===== config.mk =====
export PLATFORM = sky130hd
export DESIGN_NAME = arb_wait_counter
export DESIGN_NICKNAME = d
export VERILOG_FILES = /design/src/rtl/dmem_arb_pkg.sv /design/src/rtl/dmem_arbiter_wait_counter.sv
export SDC_FILE = /design/constraint.sdc
export NUM_CORES = 1
export LEC_CHECK = 0
export BUFFER_PORTS_ARGS = -buffer_cell sky130_fd_sc_hd__buf_2
export CAP_MARGIN = 10
export CORE_AREA = 3 3 40 42
export CTS_CLUSTER_SIZE = 12
export DETAILED_ROUTE_END_ITERATION = 16
export DIE_AREA = 0 0 43 45
export HOLD_SLACK_MARGIN = 0.1
export SLEW_MARGIN = 40
export SYNTH_ARGS = -nofsm -noshare
export SYNTH_HDL_FRONTEND = slang
export SYNTH_SLANG_ARGS = --single-unit

===== constraint.sdc =====
create_clock -name clock -period 3.5 [get_ports clock]
set_clock_uncertainty 0.15 [all_clocks]
set_input_delay 0.35 -clock clock [delete_from_list [all_inputs] [get_ports clock]]
set_output_delay 0.35 -clock clock [all_outputs]
set_load 0.05 [all_outputs]

===== src/rtl/dmem_arb_pkg.sv =====
// Shared constants and types for the data-RAM arbiter.
// Widths default to a 4K-word, 32-bit data RAM; the wait counter covers thresholds 1..15.
package dmem_arb_pkg;
  localparam int DEF_ADDR_W = 12;
  localparam int DEF_DATA_W = 32;
  localparam int WAIT_W     = 4;

  typedef enum logic {
    OWN_CPU = 1'b0,
    OWN_AUX = 1'b1
  } owner_t;
endpackage


===== src/rtl/dmem_arbiter_wait_counter.sv =====
// Counts consecutive cycles the aux request waits ungranted, saturating at MAX_WAIT.
// starve is registered-state only, so it never loops back through the grant logic.
module arb_wait_counter
  import dmem_arb_pkg::*;
#(
  parameter int MAX_WAIT = 8
) (
  input  logic clock,
  input  logic reset,
  input  logic aux_req,
  input  logic aux_gnt,
  output logic starve
);
  localparam logic [WAIT_W-1:0] MAX_CNT = WAIT_W'(MAX_WAIT);

  logic [WAIT_W-1:0] wait_cnt;

  always_ff @(posedge clock or negedge reset) begin
    if (!reset) begin
      wait_cnt <= '0;
    end else if (!aux_req || aux_gnt) begin
      wait_cnt <= '0;
    end else if (wait_cnt != MAX_CNT) begin
      wait_cnt <= wait_cnt + 1'b1;
    end
  end

  assign starve = (wait_cnt == MAX_CNT);
endmodule


==> flow_metrics.env <==
export IMPL_io_pin_count=5
export IMPL_final_layout_size_suffix_gt1_frac=0.276
export IMPL_top_regs="wait_cnt x4"
export IMPL_place_congestion=0.662
export IMPL_crit_type="register to output pin"
export IMPL_clk_latency_ps=230
export IMPL_finalCritPeriodShare=0.559
export IMPL_critPathLaunchType="register"
export IMPL_grt_pass1_vias=174
export IMPL_syn_inst=22
export IMPL_vdd_ir_drop_max_mv=0.139
export IMPL_cts_tree="built"
export IMPL_row_count=13
export IMPL_ys_ff_latch=4
export IMPL_ys_warn_count=0
export IMPL_powerDensity_nw_per_um2=348
export IMPL_cap_violations=0
export IMPL_first_iter_violations=4
export IMPL_setup_tns_final_ps=0
export IMPL_antenna_cells=0
export IMPL_largest_reg_flops=4
export IMPL_nFillCells=141
export IMPL_synthToLayoutAreaGrowth_pct=22.4
export IMPL_worstMarginPinSlew_ps=249
export IMPL_hold_buffers=1
export IMPL_remaining_drc_errors=0
export IMPL_status="finished clean"
export IMPL_slew_limit_headroom=0.833
export IMPL_core_area_um2=1280
export IMPL_yosysSeqAreaShare=0.374
export IMPL_gr_usage_all_layers=0.0577
export IMPL_post_cts_buffers=0
export IMPL_multi_input_area_um2=149
export IMPL_vias_per_cell=4.11
export IMPL_wl_per_cell_um=10.1
export IMPL_ant_nets=0
export IMPL_critPathMaxFanout=5
export IMPL_clkSinkCount=4
export IMPL_power_leakage_nw=0.148
export IMPL_cts_resized=0
export IMPL_netlist_cell_type_count=11
export IMPL_drv_slew=0
export IMPL_numCtsBuffers=3
export IMPL_worstPathRequired_ps=3000
export IMPL_dieArea_um2=1940
export IMPL_grt_start_max_net_pins=8
export IMPL_antenna_found_initial=0
export IMPL_die_w_um=43
export IMPL_hold_class="input pin to register"
export IMPL_htree_num_levels=1
export IMPL_clockBufferDepth=2
export IMPL_slowest_delay_ps=410
export IMPL_numPortBuffers=4
export IMPL_fin_crit_ps=1960
export IMPL_setup_viol=0
export IMPL_initial_utilization=0.208
export IMPL_cp_arrival_ps=1460
export IMPL_grt_overflow=0
export IMPL_hpwl_um=338
export IMPL_die_h_um=45
export IMPL_syn_area_um2=268
export IMPL_layout_nets=37
export IMPL_syn_nets=28
export IMPL_hold_viol=0
export IMPL_grt_first_pass_wirelength_um=765
export IMPL_wl_um=444
export IMPL_drtPass1Iterations=2
export IMPL_regArea_um2=100
export IMPL_worst_setup_path_end_kind="output pin"
export IMPL_crit_slowest_cell="dfrtp_1"
export IMPL_max_freq_mhz=511
export IMPL_top_register="wait_cnt"
export IMPL_root_buffer="clkbuf_4"
export IMPL_clkSlewWorstSetupHoldPaths_ps=40
export IMPL_final_util=0.255
export IMPL_path_cells="inv_1 -> ha_1 -> and3b_1 -> buf_2"
export IMPL_avgSynthCellArea_um2=12.2
export IMPL_vias=181
export IMPL_rsz0062_at_grt="no"
[worst max-delay path: cells and delay by family (launching register included)]
| family | cells | cell delay [ps] |
|---|---|---|
| flops | 1 | 410 |
| fa+ha+maj | 1 | 130 |
| simple gates | 1 | 300 |
| buf+inv | 2 | 380 |
[area by class of cell]
type	count	share of cell area
multi-input combinational	15	0.454
sequential	4	0.305
timing repair buffer	5	0.0916
clock buffer	3	0.0687
tap	15	0.0573
inverter	2	0.0229
[final timing paths]
kind                              from     endpoint  slack [ps]  cells after the start
setup reg to reg           wait_cnt[0]  wait_cnt[1]        2090                      4
hold / removal                 aux_gnt  wait_cnt[2]         230                      2
hold reg to reg            wait_cnt[3]  wait_cnt[3]         410                      2
min in group asynchronous        reset  wait_cnt[0]         300                      2
setup / recovery           wait_cnt[0]       starve        1540                      4
max in group asynchronous        reset  wait_cnt[3]        2790                      2
[layout by cell type (no fill, tap or decap)]
cell	count
dfrtp_1	4
nand3b_1	4
xnor2_1	1
nor4b_4	1
or3b_1	2
inv_1	2
and3b_1	1
ha_1	2
buf_2	4
mux2i_1	3
clkbuf_4	3
dlygate4sd3_1	1
nand3_1	1
[cell usage after synthesis]
master,number,area share
dfrtp_1,4,0.37
nand3b_1,4,0.11
mux2i_1,3,0.11
ha_1,2,0.093
inv_1,2,0.028
or3b_1,2,0.065
and3b_1,1,0.033
buf_6,1,0.042
nand3_1,1,0.019
nor4b_4,1,0.089
xnor2_1,1,0.033
[through the flow]
| stage | hold WS [ps] | setup WS [ps] | cells | power, mW | instance area [um2] |
|---|---|---|---|---|---|
| 6_report | 232 | 1540 | 44 | 0.114 | 328 |
| 5_1_grt | 247 | 1450 | 44 | 0.121 | 328 |
| 4_1_cts | 219 | 1520 | 44 | 0.119 | 328 |
| 3_5_place_dp | 7.37 | 1770 | 40 | 0.0589 | 295 |
| 3_3_place_gp | 5.76 | 1790 | 40 | 0.0587 | 295 |
| 2_1_floorplan | -95.6 | 2070 | 22 | 0.0537 | 268 |
[where the power goes]
group | total [mW] | internal (mW) | switching (mW) | leakage, nW
combinational | 0.0102 | 0.00527 | 0.00497 | 0.0795
sequential | 0.0489 | 0.0476 | 0.00130 | 0.0548
clock | 0.0550 | 0.0382 | 0.0168 | 0.0138
[metal layers]
| metal | GRT usage | wire length [um] |
|---|---|---|
| met1 | 0.0831 | 224 |
| met2 | 0.0569 | 183 |
| met3 | 0.0159 | 36 |
| met4 | 0.0723 | 0 |
| met5 | 0 | 0 |
[kinds of logic after synthesis]
| family | after synthesis | share of synthesized area |
|---|---|---|
| mux | 3 | 0.112 |
| simple gates | 9 | 0.318 |
| xor+xnor | 1 | 0.0327 |
| flops | 4 | 0.374 |
| buf+inv | 3 | 0.0701 |
| fa+ha+maj | 2 | 0.0934 |
Note: power is estimated with default switching activity, not from simulation.
